[src/rtl/traffic_demand_conditioner_pkg.sv]
// Light-code constants shared between the demand conditioner and the traffic light controller.
package traffic_demand_conditioner_pkg;

   localparam logic [1:0] GREEN     = 2'b00;
   localparam logic [1:0] YELLOW    = 2'b01;
   localparam logic [1:0] RED       = 2'b10;
   localparam logic [1:0] REDYELLOW = 2'b11;

   function automatic logic is_green(input logic [1:0] light);
      return light == GREEN;
   endfunction

endpackage

[src/rtl/demand_channel.sv]
// One detector channel: two-flop synchroniser, debounce counter and a pending-demand latch
// that is cleared when the road is served.
module demand_channel #(
   parameter int unsigned DEBOUNCE = 4
) (
   input  logic i_clk,
   input  logic i_reset,
   input  logic i_sense,
   input  logic i_clear,
   output logic o_demand
);

   localparam int unsigned CntW = $clog2(DEBOUNCE + 1);

   logic            sync1_q, sync1_d;
   logic            sync2_q, sync2_d;
   logic [CntW-1:0] cnt_q, cnt_d;
   logic            demand_q, demand_d;
   logic            detect;

   always_comb begin
      sync1_d = i_sense;
      sync2_d = sync1_q;
      // Fires on the edge the counter reaches DEBOUNCE; saturation blocks any re-fire.
      detect  = sync2_q && (cnt_q == CntW'(DEBOUNCE - 1));

      if (!sync2_q) begin
         cnt_d = '0;
      end else if (cnt_q != CntW'(DEBOUNCE)) begin
         cnt_d = cnt_q + CntW'(1);
      end else begin
         cnt_d = cnt_q;
      end

      // A vehicle arriving on its own green is already served, so clear wins.
      if (i_clear) begin
         demand_d = 1'b0;
      end else if (detect) begin
         demand_d = 1'b1;
      end else begin
         demand_d = demand_q;
      end
   end

   always_ff @(posedge i_clk) begin
      if (i_reset) begin
         sync1_q  <= 1'b0;
         sync2_q  <= 1'b0;
         cnt_q    <= '0;
         demand_q <= 1'b0;
      end else begin
         sync1_q  <= sync1_d;
         sync2_q  <= sync2_d;
         cnt_q    <= cnt_d;
         demand_q <= demand_d;
      end
   end

   assign o_demand = demand_q;

endmodule

[src/rtl/traffic_demand_conditioner.sv]
// Turns raw vehicle detectors into the controller's active-low phase-advance requests,
// gated by a minimum green dwell on the road being asked to yield.
module traffic_demand_conditioner
   import traffic_demand_conditioner_pkg::*;
#(
   parameter int unsigned DEBOUNCE  = 4,
   parameter int unsigned MIN_GREEN = 8
) (
   input  logic       i_clk,
   input  logic       i_reset,
   input  logic       i_sense_a,
   input  logic       i_sense_b,
   input  logic [1:0] i_light_a,
   input  logic [1:0] i_light_b,
   output logic       o_test_a,
   output logic       o_test_b,
   output logic       o_demand_a,
   output logic       o_demand_b
);

   localparam int unsigned DwW = (MIN_GREEN > 0) ? $clog2(MIN_GREEN + 1) : 1;

   logic           green_a, green_b;
   logic           demand_a, demand_b;
   logic           dwell_ok_a, dwell_ok_b;
   logic [DwW-1:0] dwell_a_q, dwell_a_d;
   logic [DwW-1:0] dwell_b_q, dwell_b_d;
   logic           test_a_q, test_a_d;
   logic           test_b_q, test_b_d;
   logic           demand_a_q, demand_a_d;
   logic           demand_b_q, demand_b_d;

   assign green_a = is_green(i_light_a);
   assign green_b = is_green(i_light_b);

   demand_channel #(.DEBOUNCE(DEBOUNCE)) u_chan_a (
      .i_clk    (i_clk),
      .i_reset  (i_reset),
      .i_sense  (i_sense_a),
      .i_clear  (green_a),
      .o_demand (demand_a)
   );

   demand_channel #(.DEBOUNCE(DEBOUNCE)) u_chan_b (
      .i_clk    (i_clk),
      .i_reset  (i_reset),
      .i_sense  (i_sense_b),
      .i_clear  (green_b),
      .o_demand (demand_b)
   );

   always_comb begin
      dwell_ok_a = (dwell_a_q == DwW'(MIN_GREEN));
      dwell_ok_b = (dwell_b_q == DwW'(MIN_GREEN));

      if (!green_a) begin
         dwell_a_d = '0;
      end else if (!dwell_ok_a) begin
         dwell_a_d = dwell_a_q + DwW'(1);
      end else begin
         dwell_a_d = dwell_a_q;
      end

      if (!green_b) begin
         dwell_b_d = '0;
      end else if (!dwell_ok_b) begin
         dwell_b_d = dwell_b_q + DwW'(1);
      end else begin
         dwell_b_d = dwell_b_q;
      end

      // Each road yields on the other road's demand.
      test_a_d   = ~(demand_b & dwell_ok_a);
      test_b_d   = ~(demand_a & dwell_ok_b);
      demand_a_d = demand_a;
      demand_b_d = demand_b;
   end

   always_ff @(posedge i_clk) begin
      if (i_reset) begin
         dwell_a_q  <= '0;
         dwell_b_q  <= '0;
         test_a_q   <= 1'b1;
         test_b_q   <= 1'b1;
         demand_a_q <= 1'b0;
         demand_b_q <= 1'b0;
      end else begin
         dwell_a_q  <= dwell_a_d;
         dwell_b_q  <= dwell_b_d;
         test_a_q   <= test_a_d;
         test_b_q   <= test_b_d;
         demand_a_q <= demand_a_d;
         demand_b_q <= demand_b_d;
      end
   end

   assign o_test_a   = test_a_q;
   assign o_test_b   = test_b_q;
   assign o_demand_a = demand_a_q;
   assign o_demand_b = demand_b_q;

endmodule
[config.mk]
export PLATFORM = sky130hd
export DESIGN_NAME = traffic_demand_conditioner
export DESIGN_NICKNAME = d
export VERILOG_FILES = /design/src/rtl/traffic_demand_conditioner_pkg.sv /design/src/rtl/demand_channel.sv /design/src/rtl/traffic_demand_conditioner.sv
export SDC_FILE = /design/constraint.sdc
export NUM_CORES = 1
export LEC_CHECK = 0
export ABC_AREA = 1
export CAP_MARGIN = 5
export CORE_AREA = 2 2 48 50
export CTS_CLUSTER_DIAMETER = 40
export DETAILED_ROUTE_END_ITERATION = 16
export DIE_AREA = 0 0 50 52
export PLACE_DENSITY = 0.75
export SETUP_SLACK_MARGIN = 0.02
export SLEW_MARGIN = 25
export SYNTH_ARGS = -nofsm -noshare
export SYNTH_HDL_FRONTEND = slang
export SYNTH_SLANG_ARGS = --single-unit
[constraint.sdc]
create_clock -name i_clk -period 1.35 [get_ports i_clk]
set_input_delay 0.27 -clock i_clk [delete_from_list [all_inputs] [get_ports i_clk]]
set_output_delay 0.27 -clock i_clk [all_outputs]
set_load 0.1 [all_outputs]
==> results.yml, run 1 <==
worst_setup_path:
  r2r_cells: 6
  critical_path.startpoint: "o_test_b$_SDFF_PP1_"
  crit_fanout: 1
  cells_along_the_critical_path: "buf_12"
  path_class: "reg -> out"
  worst_setup_path_start_kind: "flip-flop"
  worstPathRequired_ps: 1080
  timing.critical_path.slowest_stage_cell: "dfxtp_1"
  critical_path_arrival_ps: 870
  regToRegStartpoint: "dwell_b_q[0]$_SDFFE_PP0P_"
  max_incr_delay_on_cp_ps: 380
  critical_path.reg2reg.endpoint: "dwell_b_q[1]$_SDFFE_PP0P_"
  r2r_slack_ps: 220
  cp_num_buf_inv: 1
  critPathTopFamily: "flip-flops"
  critPathCaptureType: "output port"
clocking:
  later_pin_clock_latency_in_the_skew_report_ps: 310
  clk_root_buffer_cell: "clkbuf_4"
  cts_max_path_buffers: 2
  total_setup_buffers_inserted_after_cts: 0
  path_clk_slew_ps: 130
  resized_gates_after_cts: 0
  cts_buffers: 3
  tritoncts: "built"
  post_cts_hold_buffer_count: 0
  cts.sink_count: 24
  cts_htree_levels: 1
pwr:
  powerDensity_nw_per_um2: 981
  peakVddDrop_mv: 0.681
  p_leak_nw: 0.578
place:
  dp.final_hpwl_mm: 1.34
  io_buffer_count: 11
  gp_congestion: 0.772
sta:
  fmaxAchievable_mhz: 878
  tightest_slew_ps: 199
  timing.clock.skew_ps: 15.2
  final.min_clock_period_ps: 1140
  fin_crit_share_pct: 84.4
  finish_stage_setup_viols: 0
  max_slew_margin_vs_limit_pct: 86.6
  hold_violations: 0
  tns_ps: 0
  slew_violations: 0
  rsz_0062_raised_after_global_routing: "no"
routing:
  drt_antenna_net_count: 0
  drt-total-wl_mm: 1.63
  vias_per_cell: 4.74
  dr.first_iter.drc_count: 11
  drt_pre_antenna_iters: 4
  drc_errors: 0
  vias_after_detailed_routing: 805
  avgRoutedWirePerCell_um: 9.57
yosys:
  synth_async_sr_flop_share_pct: 0
  post_synth_and_or_nand_nor_area_fraction_pct: 25.4
  ys.flop_type: "dfxtp_1"
  ys_ff_latch: 24
  synth_fp_nets: 145
  synth-seq-area-share_pct: 44.1
  post_synth_xor_area_fraction_pct: 1.61
  netlist_area_um2: 1090
  netlist_cell_types: 20
  synth_top_area_share_pct: 44.1
  post_synth_inst_count: 127
  synth-compound-area-share_pct: 6.66
  postSynthAreaPerCell_um2: 8.58
  synth_area_leaders: "dfxtp_1 (44%), ha_1 (11%), inv_1 (8.3%), nand2_1 (6.5%), a21oi_1 (5.1%)"
  muxShareOfSynthArea_pct: 0
  netlist_top_cells_count: "dfxtp_1 (24), inv_1 (24), nand2_1 (19)"
  yosys_warnings: 0
  synth_enable_flop_cells: 0
  synthDominantAreaCellType: "dfxtp_1"
  combinational_family_with_the_most_area_after_synthesis: "simple AND/OR/NAND/NOR gates"
  synth-adder-area-share_pct: 11.5
global_route:
  grt_antenna_before_repair: 0
  first_global_vias: 768
  wire_length_of_the_first_global_routing_pass_mm: 2.95
  grt_overflow_total: 0
  grt_max_degree: 15
  groute.usage.overall_pct: 14.7
cells_and_area:
  postLayoutCoreUtil_pct: 63.5
  areaGrowthSynthToFinish_pct: 22.6
  seq_cell_area_um2: 480
  area_occupied_by_multi_input_gates_um2: 492
  drive_gt1_share_pct: 15.5
  fillers: 182
  fin_nets: 161
  number_of_inserted_diodes: 0
floorplanning:
  initial_utilization_pct: 51.8
  io_pins: 12
  dieWidth_um: 50
  die_h_um: 52
  core_area_um2: 2110
  rows: 17
  design.die.area_um2: 2600
flow_run:
  maxCapViolations: 0
status:
  outcome: "finished, final reports clean"
hold_path:
  worst_hold_path_type: "reg -> reg"
  hold_depth: 2
  hold_start: "u_chan_b.sync1_q$_SDFF_PP0_"
  hold_path_end: "u_chan_b.sync2_q$_SDFF_PP0_"
[state kept, by name, indices dropped and copies added (netlist names)]
signal	cells
u_chan_a.sync2_q	1
u_chan_a.o_demand	1
u_chan_b.sync1_q	1
o_demand_a	1
u_chan_b.o_demand	1
u_chan_b.sync2_q	1
o_demand_b	1
u_chan_b.cnt_q	3
u_chan_a.cnt_q	3
dwell_a_q	4
o_test_b	1
u_chan_a.sync1_q	1
dwell_b_q	4
o_test_a	1
[power by group]
part	switching, mW	internal (mW)	total, mW
logic	0.0413	0.0412	0.0826
registers	0.00732	0.719	0.726
clock network	0.202	0.300	0.502
[cells by family (layout without fill, tap and decap cells)]
family,after synthesis,after routing
AOI/OAI and AO/OA,14,14
xor gates and xnor gates,2,2
adders and majority gates,10,10
buffers and inverters,28,43
DFF,24,24
and+or+nand+nor,49,49
[layout make-up]
class / count / share of cell area [%]
Multi-Input combinational cell: 75 / 36.8
Sequential cell: 24 / 36.0
Timing Repair Buffer: 12 / 12.7
Inverter: 27 / 7.96
Tap cell: 28 / 2.62
Clock inverter: 1 / 2.25
Clock buffer: 3 / 1.69
[per-layer routing]
layer  track usage, %  vias to the layer above  wire length [um]
li1                 -                      424                 -
met1             16.4                      371               721
met2             27.4                       10               865
met3             2.59                        0                39
met4             6.02                        0                 0
met5                0                        -                 0
[per-stage QoR]
step	hold WS [ps]	cells	cell area (um^2)	power, mW	setup slack, ps
2_1_floorplan	377	127	1090	0.789	171
3_3_place_gp	392	166	1280	0.821	82.5
3_5_place_dp	394	166	1280	0.825	30.2
4_1_cts	412	170	1340	1.33	193
5_1_grt	429	170	1340	1.37	141
6_report	410	170	1340	1.31	211
[placed cells by master (no fill, tap or decap), drive strengths merged, types with 3 or more instances in the layout]
cell type       n
a21oi          11
buf             5
clkbuf          3
clkdlybuf4s50   7
dfxtp          24
ha             10
inv            27
nand2          21
nand3           4
nand4           4
nor2           17
nor3            3
[how the worst max path moves through the flow]
stage	to	slack (ps)	cells past startpoint
after global routing	dwell_a_q[2]$_SDFFE_PP0P_	140	5
after global placement	dwell_b_q[1]$_SDFFE_PP0P_	80	7
after floorplan	o_demand_a	170	0
after detailed placement	dwell_b_q[1]$_SDFFE_PP0P_	30	7
after CTS	o_test_b	190	1
final	o_test_b	210	1
Power figures use the tool's default switching activity.
==> run 2: changes to the inputs <==
--- a/config.mk
+++ b/config.mk
@@ -7,11 +7,11 @@
 export LEC_CHECK = 0
 export ABC_AREA = 1
 export CAP_MARGIN = 5
-export CORE_AREA = 2 2 48 50
+export CORE_AREA = 2 2 51 53
 export CTS_CLUSTER_DIAMETER = 40
 export DETAILED_ROUTE_END_ITERATION = 16
-export DIE_AREA = 0 0 50 52
-export PLACE_DENSITY = 0.75
+export DIE_AREA = 0 0 53 55
+export PLACE_DENSITY = 0.7
 export SETUP_SLACK_MARGIN = 0.02
 export SLEW_MARGIN = 25
 export SYNTH_ARGS = -nofsm -noshare
==> constraint.sdc (replaced) <==
create_clock -name i_clk -period 0.95 [get_ports i_clk]
set_input_delay 0.19 -clock i_clk [delete_from_list [all_inputs] [get_ports i_clk]]
set_output_delay 0.19 -clock i_clk [all_outputs]
set_load 0.1 [all_outputs]
==> run 2 against run 1 <==
Compared with the run above: the flow now finishes with violations (setup timing); clock-buffer cell count unchanged; sequential power rose by 42%; combinational power grew 120%; cell area up 27%; total power rose by 24%; worst hold slack got worse by 22 ps; first-iteration DRC count is the same; final cell count increased by 7.6%; critical endpoint is now o_demand_b; largest cell class unchanged; largest power group unchanged.
==> results.yml, run 2 (synthesis gave the netlist of run 1 again) <==
status:
  failing_checks: "setup timing"
  outcome: "complete, but fails checks"
cells_and_area:
  seq_cell_area_um2: 507
  final_area_um2: 1690
  final_cell_count_no_fill: 183
  top_regs: "dwell_a_q x4, dwell_b_q x4"
  areaGrowthSynthToFinish_pct: 55.2
  layout_common_cells: "inv_1 (13), dfxtp_2 (12), nor2_1 (11)"
  fillers: 169
  fin_nets: 173
  area_occupied_by_multi_input_gates_um2: 739
  drive_gt1_share_pct: 62.1
  most_common_cell_after_layout_fill_and_taps_aside: "inv_1"
  number_of_inserted_diodes: 0
routing:
  avgRoutedWirePerCell_um: 11.2
  vias_per_cell: 4.70
  dr.first_iter.drc_count: 11
  drt-total-wl_mm: 2.05
  vias_after_detailed_routing: 860
  drc_errors: 0
  drt_antenna_net_count: 0
  drt_pre_antenna_iters: 4
flow_run:
  maxCapViolations: 0
worst_setup_path:
  cells_along_the_critical_path: "buf_12"
  max_incr_delay_on_cp_ps: 360
  worst_setup_path_start_kind: "flip-flop"
  critical_path_arrival_ps: 830
  timing.critical_path.slowest_stage_cell: "dfxtp_2"
  critPathCaptureType: "output port"
  path_class: "reg -> out"
  crit_fanout: 1
  worstPathRequired_ps: 760
  cp_num_buf_inv: 1
  critPathTopFamily: "flip-flops"
sta:
  timing.clock.skew_ps: 9.21
  final.min_clock_period_ps: 1020
  fin_crit_share_pct: 108
  tightest_slew_ps: 305
  finish_stage_setup_viols: 5
  rsz_0062_raised_after_global_routing: "yes"
  tns_ps: -295
  hold_violations: 0
  hold_slack_ps: 388
  slew_violations: 0
  fmaxAchievable_mhz: 976
  max_slew_margin_vs_limit_pct: 79.7
  final.setup.worst_slack_ps: -74.2
place:
  dp_slack_ps: -279
  io_buffer_count: 11
  place.detailed.instances: 174
  gp_congestion: 0.788
  dp.final_hpwl_mm: 1.34
  post_dp_cell_area_um2: 1350
floorplanning:
  core_area_um2: 2360
  initial_utilization_pct: 46.1
  die_h_um: 55
  io_pins: 12
  dieWidth_um: 53
  design.die.area_um2: 2920
  rows: 18
pwr:
  power.net_switching_uw: 369
  peakVddDrop_mv: 0.890
  powerDensity_nw_per_um2: 962
  swShare_pct: 22.7
  internal_power_consumption_mw: 1.26
  clock_power_share_pct: 25.8
  pwr-share-comb_pct: 11.1
  power.sequential.fraction_pct: 63.1
  p_leak_nw: 0.648
clocking:
  cts.sink_count: 24
  path_clk_slew_ps: 130
  cts_buffers: 3
  clk_root_buffer_cell: "clkbuf_4"
  tritoncts: "built"
  cts_max_path_buffers: 2
  later_pin_clock_latency_in_the_skew_report_ps: 300
  post_cts_hold_buffer_count: 0
  cts_htree_levels: 1
global_route:
  groute.usage.overall_pct: 14.4
  wire_length_of_the_first_global_routing_pass_mm: 3.05
  grt_max_degree: 13
  grt_overflow_total: 0
  grt_antenna_before_repair: 0
  first_global_vias: 770
hold_path:
  worst_hold_path_type: "in -> reg"
-- run 2: cell count changes in the layout (fill, tap and decap cells not counted), sizes merged --
cell | previous run | this run
bufinv | 1 | 0
buf | 5 | 17
-- run 2: per-stage QoR --
step           power (mW)  util [%]
4_1_cts              1.61      65.8
3_5_place_dp         1.19      57.1
5_1_grt              1.70      71.5
6_report             1.63      71.5
3_3_place_gp         1.18      57.1
2_1_floorplan        1.12         -
-- run 2: what timing repair did --
action	in CTS	in global routing
gates cloned	0	0
endpoints found under the hold margin	0	0
pin swaps	16	27
setup endpoints to repair	20	22
gates resized for setup	37	37
buffers inserted	5	1
-- run 2: power by group through the flow --
stage / Sequential (mW) / Combinational (mW) / Clock, mW
2_1_floorplan: 1.05 / 0.0698 / 0
3_3_place_gp: 1.05 / 0.127 / 0
3_5_place_dp: 1.05 / 0.131 / 0
4_1_cts: 1.03 / 0.160 / 0.422
5_1_grt: 1.03 / 0.194 / 0.475
6_report: 1.03 / 0.180 / 0.420
-- run 2: cell type report --
| type | instances | area share, % |
|---|---|---|
| inverter | 27 | 6.73 |
| sequential | 24 | 30.0 |
| timing repair buffer | 24 | 16.1 |
| tap | 30 | 2.22 |
| multi-input combinational | 75 | 43.7 |
| clock buffer | 3 | 1.33 |
-- run 2: path summary, 6_finish.rpt --
| path | startpoint | endpoint | cells past startpoint | slack, ps |
|---|---|---|---|---|
| hold reg to reg | u_chan_b.sync1_q$_SDFF_PP0_ | u_chan_b.sync2_q$_SDFF_PP0_ | 2 | 420 |
| hold / removal | i_sense_b | u_chan_b.sync1_q$_SDFF_PP0_ | 3 | 390 |
| setup / recovery | o_demand_b$_SDFF_PP0_ | o_demand_b | 1 | -70 |
| setup reg to reg | dwell_b_q[0]$_SDFFE_PP0P_ | dwell_b_q[1]$_SDFFE_PP0P_ | 6 | -30 |
-- run 2: per-layer routing --
layer	vias to the layer above	part of all wire, %	global-route usage (%)
met3	2	2.2	2.96
met1	400	40	15.2
li1	447	-	-
met4	0	0.73	5.56
met5	-	0	0
met2	11	57	27.9
==> run 3: changes to the inputs <==
--- a/config.mk
+++ b/config.mk
@@ -6,7 +6,7 @@
 export NUM_CORES = 1
 export LEC_CHECK = 0
 export ABC_AREA = 1
-export CAP_MARGIN = 5
+export CAP_MARGIN = 20
 export CORE_AREA = 2 2 51 53
 export CTS_CLUSTER_DIAMETER = 40
 export DETAILED_ROUTE_END_ITERATION = 16
==> constraint.sdc (replaced) <==
create_clock -name i_clk -period 0.95 [get_ports i_clk]
set_input_delay 0.2375 -clock i_clk [delete_from_list [all_inputs] [get_ports i_clk]]
set_output_delay 0.2375 -clock i_clk [all_outputs]
set_load 0.1 [all_outputs]
==> run 3 against run 2 <==
Compared with the run above: the flow still finishes with violations (setup timing); final cell count increased by 0.55%; die area unchanged; flip-flop and latch count unchanged; worst hold slack improved by 31 ps; via count increased by 0.93%; critical path depth unchanged; global-route usage increased by 0.92 points; critical path type unchanged; largest power group unchanged.
==> results.yml, run 3 (synthesis gave the netlist of run 1 again) <==
floorplanning:
  io_pins: 12
  core_area_um2: 2360
  rows: 18
  dieWidth_um: 53
  design.die.area_um2: 2920
  initial_utilization_pct: 46.1
  die_h_um: 55
worst_setup_path:
  critPathCaptureType: "output port"
  worst_setup_path_start_kind: "flip-flop"
  crit_fanout: 1
  timing.critical_path.slowest_stage_cell: "dfxtp_2"
  max_incr_delay_on_cp_ps: 360
  cp_num_buf_inv: 1
  worstPathRequired_ps: 710
  critical_path_arrival_ps: 830
  cells_along_the_critical_path: "buf_12"
  path_class: "reg -> out"
  critPathTopFamily: "flip-flops"
pwr:
  power.net_switching_uw: 374
  clock_power_share_pct: 25.7
  power.sequential.fraction_pct: 62.4
  fin_total_pwr_mw: 1.65
  swShare_pct: 22.7
  peakVddDrop_mv: 0.909
  p_leak_nw: 0.672
  powerDensity_nw_per_um2: 954
  pwr-share-comb_pct: 11.9
  internal_power_consumption_mw: 1.27
cells_and_area:
  seq_cell_area_um2: 507
  drive_gt1_share_pct: 62.3
  fillers: 165
  area_occupied_by_multi_input_gates_um2: 738
  top_regs: "dwell_a_q x4, dwell_b_q x4"
  number_of_inserted_diodes: 0
  layout_common_cells: "inv_1 (13), dfxtp_2 (12), nor2_1 (11)"
  fin_nets: 174
  areaGrowthSynthToFinish_pct: 58.3
  most_common_cell_after_layout_fill_and_taps_aside: "inv_1"
  final_area_um2: 1730
routing:
  drc_errors: 0
  drt_pre_antenna_iters: 3
  avgRoutedWirePerCell_um: 11.5
  drt_antenna_net_count: 0
  vias_after_detailed_routing: 868
  vias_per_cell: 4.72
  dr.first_iter.drc_count: 9
  drt-total-wl_mm: 2.12
sta:
  slew_violations: 0
  timing.clock.skew_ps: 5.70
  rsz_0062_raised_after_global_routing: "yes"
  max_slew_margin_vs_limit_pct: 79.5
  finish_stage_setup_viols: 6
  fin_crit_share_pct: 113
  final.setup.worst_slack_ps: -120
  hold_violations: 0
  tns_ps: -487
  tightest_slew_ps: 307
  final.min_clock_period_ps: 1070
  fmaxAchievable_mhz: 934
clocking:
  cts.sink_count: 24
  post_cts_hold_buffer_count: 0
  cts_buffers: 3
  clk_root_buffer_cell: "clkbuf_4"
  cts_htree_levels: 1
  cts_max_path_buffers: 2
  tritoncts: "built"
  later_pin_clock_latency_in_the_skew_report_ps: 300
  path_clk_slew_ps: 120
global_route:
  grt_max_degree: 13
  grt_antenna_before_repair: 0
  groute.usage.overall_pct: 15.3
  wire_length_of_the_first_global_routing_pass_mm: 3.23
  grt_overflow_total: 0
  first_global_vias: 792
place:
  post_dp_cell_area_um2: 1350
  dp_slack_ps: -326
  io_buffer_count: 11
  gp_congestion: 0.788
  dp.final_hpwl_mm: 1.34
hold_path:
  worst_hold_path_type: "reg -> reg"
status:
  outcome: "complete, but fails checks"
  failing_checks: "setup timing"
flow_run:
  maxCapViolations: 0
## run 3: cell count changes in the layout (fill, tap and decap cells not counted), sizes merged
cell	previous run	this run
bufbuf	0	1
clkdlybuf4s50	7	6
dlygate4sd2	0	1
## run 3: cell type report
type | instances | share of cell area (%)
inverter | 27 | 6.60
tap | 30 | 2.18
sequential | 24 | 29.4
multi-input combinational | 75 | 42.8
clock buffer | 3 | 1.31
timing repair buffer | 25 | 17.8
## run 3: path summary, 6_finish.rpt
kind                                from                          end  slack, ps  cells after the start
min          u_chan_a.sync1_q$_SDFF_PP0_  u_chan_a.sync2_q$_SDFF_PP0_        420                      2
max reg2reg    dwell_b_q[0]$_SDFFE_PP0P_    dwell_b_q[1]$_SDFFE_PP0P_        -20                      6
max                o_demand_b$_SDFF_PP0_                   o_demand_b       -120                      1
min reg2reg  u_chan_a.sync1_q$_SDFF_PP0_  u_chan_a.sync2_q$_SDFF_PP0_        420                      2
## run 3: metal layers
metal  track usage [%]  vias up  wire (um)
li1                  -      453          -
met1              16.4      404        879
met2              30.2        9       1180
met3              2.69        2         45
met4              5.13        0         10
met5                 0        -          0
## run 3: stage by stage
| stage | hold WS (ps) | cells | util, % |
|---|---|---|---|
| floorplan | 344 | 127 | - |
| global placement | 392 | 174 | 57.1 |
| detailed placement | 396 | 174 | 57.1 |
| CTS | 413 | 183 | 67.2 |
| global route | 439 | 184 | 73.0 |
| finish | 419 | 184 | 73.0 |
## run 3: power by group through the flow
| stage | registers (mW) | logic [mW] | clock network (mW) |
|---|---|---|---|
| after floorplan | 1.05 | 0.0698 | 0 |
| after global placement | 1.05 | 0.127 | 0 |
| after detailed placement | 1.05 | 0.131 | 0 |
| after CTS | 1.03 | 0.178 | 0.422 |
| after global routing | 1.03 | 0.212 | 0.481 |
| final | 1.03 | 0.196 | 0.423 |
## run 3: repair_timing
action                     CTS  global route
resized for setup           40            36
cloned                       1             0
pin swaps                   16            26
hold endpoints to repair     0             0
buffers inserted             5             1
setup endpoints to repair   20            22
==> variant, RTL diff (config.mk and constraints of run 1) <==
`DEBOUNCE` is set to 4 in 2 places; all go to 2.
--- a/src/rtl/demand_channel.sv
+++ b/src/rtl/demand_channel.sv
@@ -3,3 +3,3 @@
 module demand_channel #(
-   parameter int unsigned DEBOUNCE = 4
+   parameter int unsigned DEBOUNCE = 2
 ) (
--- a/src/rtl/traffic_demand_conditioner.sv
+++ b/src/rtl/traffic_demand_conditioner.sv
@@ -5,3 +5,3 @@
 #(
-   parameter int unsigned DEBOUNCE  = 4,
+   parameter int unsigned DEBOUNCE  = 2,
    parameter int unsigned MIN_GREEN = 8
Check against the original RTL: not equivalent (a bounded check fails within 10 cycles, from zero or initial values and one cycle with i_reset high).
==> variant against run 1 <==
  * Power fell by 15%
  * Largest cell class unchanged
  * Clock power is 29% lower
  * Die area unchanged
  * Critical endpoint is now o_test_a
  * Cell area fell by 6.9%
  * Setup slack worse by 0.0090 ns
  * Core utilization down 4.4 points
  * Hold slack improved by 0.0066 ns
  * First-iteration DRC count decreased by 36%
  * Sequential power is 8.1% lower
  * Count of clock-buffer cells in the layout grew 1
  * Sequential cell count decreased by 2
  * Synthesized area is 7.0% lower
  * Routed wire length fell by 14%
==> variant: results (changes against run 1) <==
.. list-table::
   :header-rows: 1

   * - Metric
     - Value
   * - Run status
     - finished clean
   * - CP max FO
     - 1 (unchanged)
   * - Largest registers in the final layout
     - dwell_a_q x4, dwell_b_q x4
   * - Post-Place Worst Slack
     - 0.07192 ns (+0.04172 ns)
   * - Net count, final
     - 151 (-6.2%)
   * - Register area share after synthesis
     - 43.46% (-0.63 points)
   * - Leakage dissipation
     - 0.5452 nW (-5.7%)
   * - Crit path DAT
     - 0.88 ns
   * - Critical-path top delay cell
     - sky130_fd_sc_hd__dfxtp_1
   * - Worst Tran Pin Value
     - 0.1878 ns (-0.01135 ns)
   * - Wire length of the first global-routing pass
     - 2642 um (-11%)
   * - Maximum number of pins on one net before global-route repair
     - 13 (-2)
   * - Syn nets
     - 135 (-6.9%)
   * - Class of the most critical hold timing path
     - flip-flop to flip-flop
   * - Estimated wirelength of the detail-placed design
     - 1168 um (-13%)
   * - Cell count after synthesis
     - 119 (-6.3%)
   * - Launching point of the worst reg2reg path
     - dwell_b_q[0]
   * - Max-capacitance violation count
     - 0 (unchanged)
   * - Fraction of registers with async set or reset after synthesis
     - 0% (unchanged)
   * - Setup skew after layout
     - 0.009296 ns (-0.005899 ns)
   * - Crit-path max cell delay
     - 0.38 ns (about the same)
   * - Most frequent cells after synthesis
     - 22 x sky130_fd_sc_hd__dfxtp_1, 22 x sky130_fd_sc_hd__inv_1, 19 x sky130_fd_sc_hd__nand2_1
   * - Routed wire length
     - 1398 um (-14%)
   * - Count of different cell masters after synthesis
     - 21 (+5.0%)
   * - Number of global-route vias before repair
     - 694 (-9.6%)
   * - Cell area reported after detailed placement
     - 1207 um2 (-5.9%)
   * - Non-filler cells, final
     - 162 (-4.7%)
   * - Filler Cells Inserted
     - 189 (+3.8%)
   * - Weighted congestion reported at the end of routability-driven placement
     - 0.7859 (+1.7%)
   * - Aggregate global-route resource usage
     - 13.66% (-1.1 points)
   * - Top cells by area, synth
     - sky130_fd_sc_hd__dfxtp_1 43%, sky130_fd_sc_hd__ha_1 9.9%, sky130_fd_sc_hd__inv_1 8.1%
   * - Peak supply drop
     - 0.7570 mV (+11%)
   * - Number of violations reported at the end of detailed-routing iteration 0
     - 7 (-4)
   * - Launching instance or port of the critical path
     - o_test_a
   * - Hold path startpoint
     - u_chan_a.sync1_q
   * - Layout cell share with drive strength beyond 1
     - 19.40% (+3.9 points)
   * - Count of vias placed by the detailed router
     - 715 (-11%)
variant: changes by cell type after synthesis, sizes merged:
cell | before | now
a21boi | 1 | 0
a21oi | 11 | 8
dfxtp | 24 | 22
ha | 10 | 8
inv | 27 | 26
nand4 | 4 | 3
nor2 | 17 | 19
variant: layer usage:
| layer | track usage (%) | vias up | part of all wire, % |
|---|---|---|---|
| li1 | - | 391 | - |
| met1 | 14.93 | 307 | 44 |
| met4 | 8.333 | 0 | 2.3 |
| met2 | 24.34 | 13 | 50 |
| met5 | 0 | - | 0 |
| met3 | 2.586 | 4 | 3.2 |
variant: power by group:
part / total [mW] / switching [mW] / internal [mW]
Combinational: 0.0857 / 0.0426 / 0.0431
Sequential: 0.667 / 0.00745 / 0.660
Clock: 0.358 / 0.193 / 0.165
Total: 1.11 / 0.243 / 0.868
variant: cells by family (layout without fill, tap and decap cells):
group	Yosys count	count (layout)	synth area share, %
fa+ha+maj	8	8	9.877
xor+xnor	2	2	1.729
buf+inv	27	42	11.48
compound gates	10	10	6.050
flops	22	22	43.46
simple gates	50	50	27.41
variant: worst paths after layout:
path | slack [ns] | cells after the start | to
max reg2reg | 0.25 | 5 | dwell_b_q[2]
min reg2reg | 0.42 | 2 | u_chan_a.sync2_q
max | 0.20 | 1 | o_test_a
min | 0.42 | 2 | u_chan_a.sync2_q
variant: cell type report:
type | instances | share of cell area [%]
sequential | 22 | 35.41
timing repair buffer | 12 | 13.68
inverter | 26 | 8.451
clock buffer | 4 | 2.918
multi-input combinational | 70 | 36.72
tap | 28 | 2.817
variant: worst register-to-register path, stage by stage (launching register included):
cell	delay (ns)
sky130_fd_sc_hd__dfxtp_1	0.42
sky130_fd_sc_hd__inv_1	0.08
sky130_fd_sc_hd__ha_1	0.24
sky130_fd_sc_hd__nand2_1	0.08
sky130_fd_sc_hd__nor2_1	0.06
sky130_fd_sc_hd__nor3_2	0.17
variant: metrics by stage:
step,total power [mW],util [%]
2_1_floorplan,0.7306,-
3_3_place_gp,0.7661,57.34
3_5_place_dp,0.7690,57.34
4_1_cts,1.126,59.06
5_1_grt,1.154,59.06
6_report,1.111,59.06
